### src/rtl/regfile_wb_arbiter.sv
// Register-file writeback arbiter with a pending-write scoreboard.
// Several writeback requesters share one register-file write port. A
// round-robin grant picks one valid requester per cycle, and the chosen write
// reaches the port one cycle later as a registered output. A scoreboard keeps
// one pending bit per register, so issue logic can tell when a destination
// still has a write outstanding.
module regfile_wb_arbiter #(
  parameter int NREQ = 3,
  parameter int AW   = 5,
  parameter int DW   = 32
) (
  input  logic              clk,
  input  logic              rst,
  input  logic [NREQ-1:0]   req_valid,
  input  logic [NREQ*AW-1:0] req_addr,
  input  logic [NREQ*DW-1:0] req_data,
  output logic [NREQ-1:0]   req_ready,
  input  logic              hold,
  input  logic              rsv_valid,
  input  logic [AW-1:0]     rsv_addr,
  input  logic [AW-1:0]     qaddr1,
  input  logic [AW-1:0]     qaddr2,
  output logic              qbusy1,
  output logic              qbusy2,
  output logic              rf_wen,
  output logic [AW-1:0]     rf_waddr,
  output logic [DW-1:0]     rf_wdata
);

  // NREQ is limited to 2..4, so the grant index needs one or two bits.
  localparam int GW    = (NREQ > 2) ? 2 : 1;
  localparam int NPEND = 1 << AW;

  logic [GW-1:0]    last_grant;
  logic [GW-1:0]    gnt_idx;
  logic [NREQ-1:0]  ready_raw;
  logic             found;
  int               rr_idx;
  logic [AW-1:0]    sel_addr;
  logic [DW-1:0]    sel_data;
  logic             hs;

  // Register 0 never has a pending write, so only bits 1 and up are stored.
  logic [NPEND-1:1] pend_q;
  logic [NPEND-1:1] pend_next;
  logic [NPEND-1:0] pending;

  // Round-robin search starting one past the last granted requester. The
  // winner's address and data are selected here so the output register only
  // has to capture them.
  always_comb begin
    ready_raw = '0;
    found     = 1'b0;
    gnt_idx   = '0;
    rr_idx    = 0;
    sel_addr  = '0;
    sel_data  = '0;
    for (int k = 1; k <= NREQ; k++) begin
      rr_idx = (int'(last_grant) + k) % NREQ;
      if (!found && req_valid[rr_idx]) begin
        found             = 1'b1;
        gnt_idx           = GW'(rr_idx);
        ready_raw[rr_idx] = 1'b1;
        sel_addr          = req_addr[rr_idx*AW +: AW];
        sel_data          = req_data[rr_idx*DW +: DW];
      end
    end
  end

  // Grants are suppressed while hold or reset is asserted.
  assign req_ready = (found && !hold && !rst) ? ready_raw : '0;
  assign hs        = |req_ready;

  // Capture the granted write for the register-file port and move the
  // round-robin pointer. Writes to register 0 still take their grant, but
  // they never raise the write enable.
  always_ff @(posedge clk or posedge rst) begin
    if (rst) begin
      rf_wen     <= 1'b0;
      rf_waddr   <= '0;
      rf_wdata   <= '0;
      last_grant <= GW'(NREQ - 1);
    end else if (hs) begin
      rf_wen     <= (sel_addr != '0);
      rf_waddr   <= sel_addr;
      rf_wdata   <= sel_data;
      last_grant <= gnt_idx;
    end else begin
      rf_wen     <= 1'b0;
    end
  end

  // Next scoreboard state. A reservation takes priority over a clear of the
  // same register, so a new producer is never lost to an older write.
  always_comb begin
    pend_next = pend_q;
    for (int i = 1; i < NPEND; i++) begin
      if (rsv_valid && (rsv_addr == AW'(i))) begin
        pend_next[i] = 1'b1;
      end else if (rf_wen && (rf_waddr == AW'(i))) begin
        pend_next[i] = 1'b0;
      end
    end
  end

  // Scoreboard storage; reset discards every reservation.
  always_ff @(posedge clk or posedge rst) begin
    if (rst) begin
      pend_q <= '0;
    end else begin
      pend_q <= pend_next;
    end
  end

  // Hazard queries read the stored state only, without bypassing a
  // reservation made in the same cycle.
  assign pending = {pend_q, 1'b0};
  assign qbusy1  = pending[qaddr1];
  assign qbusy2  = pending[qaddr2];

endmodule

### config.mk
export PLATFORM = sky130hd
export DESIGN_NAME = regfile_wb_arbiter
export DESIGN_NICKNAME = d
export VERILOG_FILES = /design/src/rtl/regfile_wb_arbiter.sv
export SDC_FILE = /design/constraint.sdc
export NUM_CORES = 1
export LEC_CHECK = 0
export CAP_MARGIN = 20
export CORE_UTILIZATION = 50
export DETAILED_ROUTE_END_ITERATION = 7
export DONT_BUFFER_PORTS = 1
export GPL_ROUTABILITY_DRIVEN = 0
export PLACE_DENSITY_LB_ADDON = 0.08
export REMOVE_ABC_BUFFERS = 1
export SYNTH_ARGS = -nofsm -noshare
export SYNTH_HDL_FRONTEND = slang
export SYNTH_SLANG_ARGS = --single-unit
### constraint.sdc
create_clock -name clk -period 4.17 [get_ports clk]
set_clock_uncertainty 0.15 [all_clocks]
set_input_delay 0.834 -clock clk [delete_from_list [all_inputs] [get_ports clk]]
set_output_delay 0.834 -clock clk [all_outputs]
set_load 0.01 [all_outputs]
======== Word-level counts from Yosys, hierarchy flattened ========
Index checks and enable logic that the tools add are counted.
cells by class
  multiply operators ...................... 3
  bitwise logic cells ..................... 2
  $lt $le $gt $ge ......................... 8
  shifts and indexed selects .............. 6
  reductions and logical operators ........ 106
  equal/unequal tests ..................... 62
  muxes and demuxes ....................... 98
  divide/modulo/power cells ............... 3
  add/sub/neg operators ................... 3
operator list
  cell                   count
  $shiftx 96x32->32      3
  $eq 5x5->1 const B     32
  $ge 32x1->1 const B    3
  $lt 32x4->1 const B    3
  $mod 32x3->32 const B  3
  $mul 32x4->32 const B  3
  $mux 32                3
  $shiftx 15x32->5       3
  $eq 5x4->1 const B     16
  $mux 1                 77
  $logic_and 1x1->1      69
  $reduce_bool 2->1      31
  $eq 5x3->1 const B     8
  $eq 5x2->1 const B     4
  $mux 5                 3
  $lt 5x6->1 const B     2
  $mux 3                 4
  $bmux 1 s5             2
  $eq 5x1->1 const B     2
  $add 2x2->3 const B    2
  $bmux 1 s2             3
  $demux 1 s2            3
  $mux 2                 3
  $or 3x3->3             2
  other kinds (4)        7
storage, ports and cells
  memories kept ........................... 0
  logic and storage cells ................. 326
  input bits .............................. 133
  latch bits .............................. 0
  ROM bits ................................ 0
  output and inout port bits .............. 43
  memory bits (writable) .................. 0
  register bits after elaboration ......... 71

======== Depth between registers and ports, before layout ========
  depth after elaboration ................. 17
  depth in mapped cells ................... 16
  depth with buffers taken out ............ 16

======== Worst setup path before layout ========
OpenSTA, ideal clock, no wires.
  kind .................................... register to register
  start point ............................. reg last_grant[1]
  end point ............................... reg rf_wen
  setup slack ............................. 0.181 ns
  arrival time ............................ 3.751 ns
  path buffers ............................ 4
  stages on the path, launching flop included .. 16
  setup time .............................. 0.088 ns
  cells stage by stage .................... dfstp_2 inv_1 ha_1 buf_6 inv_1 buf_2 buf_2 clkbuf_1 o211ai_1 fa_1 xnor2_1 xor2_1 nand3b_1 a32o_1 a211o_1 a41oi_1
on the way
  word-level cells in the longest chain between the ends .. 17
  elaborated cells between the ends (all ways) .. 57
ends and longest elaborated chain
  item                                                    line  RTL
  start: declaration                                      34    logic [GW-1:0] last_grant;
  start signal: assignment                                82    last_grant <= GW'(NREQ - 1);
  start signal: assignment                                87    last_grant <= gnt_idx;
  branches (longest 16 deep; another with $mod 32x3->32)  -
  $mux 1 *                                                83    end else if (hs) begin
  end signal: assignment                                  84    rf_wen <= (sel_addr != '0);
  end: declaration                                        25    output logic rf_wen,
Every way passes the cells marked *. The select of a mux whose other input is x is not followed.
A chain may end at the register's enable or synchronous reset.

======== Worst setup path in the final report ========
  start point ............................. reg last_grant[0]
  end point ............................... reg rf_wen
Same word-level chain as after synthesis.

==> flow_summary.yaml <==
run_status:
  outcome: "completed"
clock_network:
  cts_root_buffer: "clkbuf_16"
  clock-sinks: 71
  path_clk_slew_ns: 0.06
  clk_latency_ns: 0.33
  post_cts_buffers: 0
  cts_buffers: 9
  cts_tree: "built"
  cts_resized: 0
  cts_buffer_depth: 2
  ctsHoldBuffers: 0
  h-tree-depth: 3
power:
  fin_total_pwr_mw: 6.746
  max-vdd-ir-drop_v: 0.0006848
  p_leak_nw: 2.892
  power_density_nw_per_um2: 882.1
synth:
  synth_warnings: 0
  postSynthAreaPerCell_um2: 8.816
  ys_ff_latch: 71
  syn_inst: 825
  synth_flop_cell: "dfrtp_1"
  ys_seq_area_frac: 0.2445
  syn_area_um2: 7273
  synth-async-reset-ratio: 1.000
  synth_cell_types: 70
  synth-edff-count: 0
finish:
  mostFrequentLayoutCell: "o21ai_0"
  syn2layout_area_growth_pct: 5.144
  stdcell_count: 980
  nets: 943
  drive_above_1_share: 0.1488
  utilization: 0.5446
  final_cell_mix: "124 x o21ai_0, 101 x mux2i_1, 93 x nand2_1, 70 x dfrtp_1, 59 x nor2_1"
  stdcell_area_um2: 7647
  fill_cells: 1231
  antennaDiodeCount: 0
drt:
  vias: 6768
  antenna_left: 0
  dr.pass1.iters: 5
  wl_um: 22320
  vias_per_cell: 6.906
  drt_iter0_drc: 591
  drc_errors: 0
  wl_per_cell_um: 22.78
setup_path:
  start_kind: "flop"
  crit_required_ns: 4.26
  crit_arrival_ns: 3.99
  setup.worst_path.start: "last_grant[0]"
  reg2reg_from: "last_grant[0]"
  critical_path_peak_fanout: 6
  critPathKind: "reg -> reg"
  cp-end-kind: "flop"
sta:
  finalCritPeriodShare: 0.9346
  fin_crit_ns: 3.897
  rsz0062_at_grt: "false"
  setup_viol: 0
  finalMaxSlewViolations: 0
  fmax_ghz: 0.2566
  timing_hold_violations_final: 0
  holdWs_ns: 0.3872
  worst_slew_pin_slew_ns: 0.9738
  max-slew-margin-rel: 0.3484
  fin_ws_ns: 0.2729
  finalSetupTns_ns: 0
placed_design:
  dp.cells: 964
  io_buffers: 0
  dpl_cell_area_um2: 7337
  place_ws_ns: 0.3535
  hpwl_um: 15480
die:
  core_area_um2: 14040
  ios: 176
  die_h_um: 122.6
  std_cell_rows: 43
  initial_core_util: 0.5180
  die_area_um2: 15030
  die_x_um: 122.6
grt:
  antenna_found_initial: 0
  grt_pass1_wl_um: 34780
  grt_pass1_vias: 6793
  grt_max_degree: 52
  grt-ovfl-total: 0
  track_usage: 0.2960
worst_hold_path:
  hold_path.class: "in -> async"
job:
  maxCapViolCount: 0
final cells by class:
class	instances	area (um2)	share of cell area
Tap cell	180	225.2	0.02945
Sequential cell	71	1778	0.2325
Inverter	20	75.07	0.009817
Clock inverter	3	40.04	0.005236
Clock buffer	13	270.3	0.03534
Multi-Input combinational cell	674	5104	0.6674
Timing Repair Buffer	19	155.1	0.02029
flip-flops by register name, summed over array words and instances, names as in the netlist:
signal      flops
rf_waddr        5
rf_wen          1
rf_wdata       32
pend_q         31
last_grant      2
kinds of logic after synthesis:
logic type               count (synthesis)  share of synthesized area
AO/OA/AOI/OAI                          252                     0.2199
AND/OR/NAND/NOR                        236                     0.1498
multiplexers                           166                     0.2933
buffers and inverters                   80                    0.05763
flip-flops                              71                     0.2445
adder cells (fa/ha/maj)                 15                    0.02890
XOR/XNOR                                 5                   0.006022
worst max-delay path: stages (launching register included):
cell,delay (ns)
dfrtp_1,0.44
inv_1,0.20
ha_1,0.24
inv_1,0.08
ha_1,0.28
o21ai_0,0.09
o31ai_1,0.13
inv_1,0.11
ha_1,0.29
inv_1,0.05
fa_1,0.43
xor2_1,0.40
nand3_1,0.20
o32ai_1,0.39
nor4_1,0.10
a41oi_1,0.22
routing by layer:
layer / up-vias / track usage / part of all wire
met5: - / 0 / 0
met4: 0 / 0.1067 / 0.019
met3: 36 / 0.07110 / 0.097
met2: 412 / 0.4772 / 0.47
met1: 3283 / 0.3844 / 0.41
li1: 3037 / - / -
Yosys cell counts, types with 2 or more instances:
master	instances	area [um2]
o21ai_0	124	620.6
mux2i_1	101	1011
nand2_1	93	349.1
dfrtp_1	70	1752
nor2_1	60	225.2
mux2_4	35	525.5
a21oi_1	31	155.2
clkbuf_1	24	90.09
mux4_2	23	518.0
nor3_1	23	115.1
buf_2	22	110.1
nand3_1	21	105.1
o22ai_1	21	131.4
a221o_1	19	190.2
inv_1	19	71.32
o221ai_1	14	122.6
ha_1	12	150.1
mux2_2	7	78.83
nor2b_1	7	43.79
a21o_1	6	45.04
nand4_1	6	37.54
buf_1	5	18.77
o211ai_1	5	37.54
and3_1	4	25.02
buf_12	4	80.08
nand2b_1	4	25.02
a31oi_1	3	18.77
and2_1	3	18.77
buf_4	3	22.52
fa_1	3	60.06
nand3b_1	3	22.52
o31ai_1	3	22.52
o32ai_1	3	26.28
xor2_1	3	26.28
a22oi_1	2	15.01
a31o_1	2	17.52
buf_6	2	22.52
o2bb2ai_1	2	17.52
xnor2_1	2	17.52
report_power, final:
part	leakage [nW]	internal (mW)	total, mW	switching (mW)
Clock	0.156	0.511	0.807	0.296
Sequential	0.807	0.951	1.25	0.299
Combinational	1.93	2.01	4.69	2.68
Total	2.89	3.47	6.75	3.27
worst paths after layout:
path	slack, ns	cells past startpoint	end
max in group asynchronous	2.49	2	pend_q[23]
min reg2reg	0.39	2	pend_q[5]
min	0.39	1	rf_wdata[22]
min in group clk	0.39	2	pend_q[5]
max reg2reg	0.27	15	rf_wen
max	0.27	15	rf_wen
Note: power is estimated with default switching activity, not from simulation.
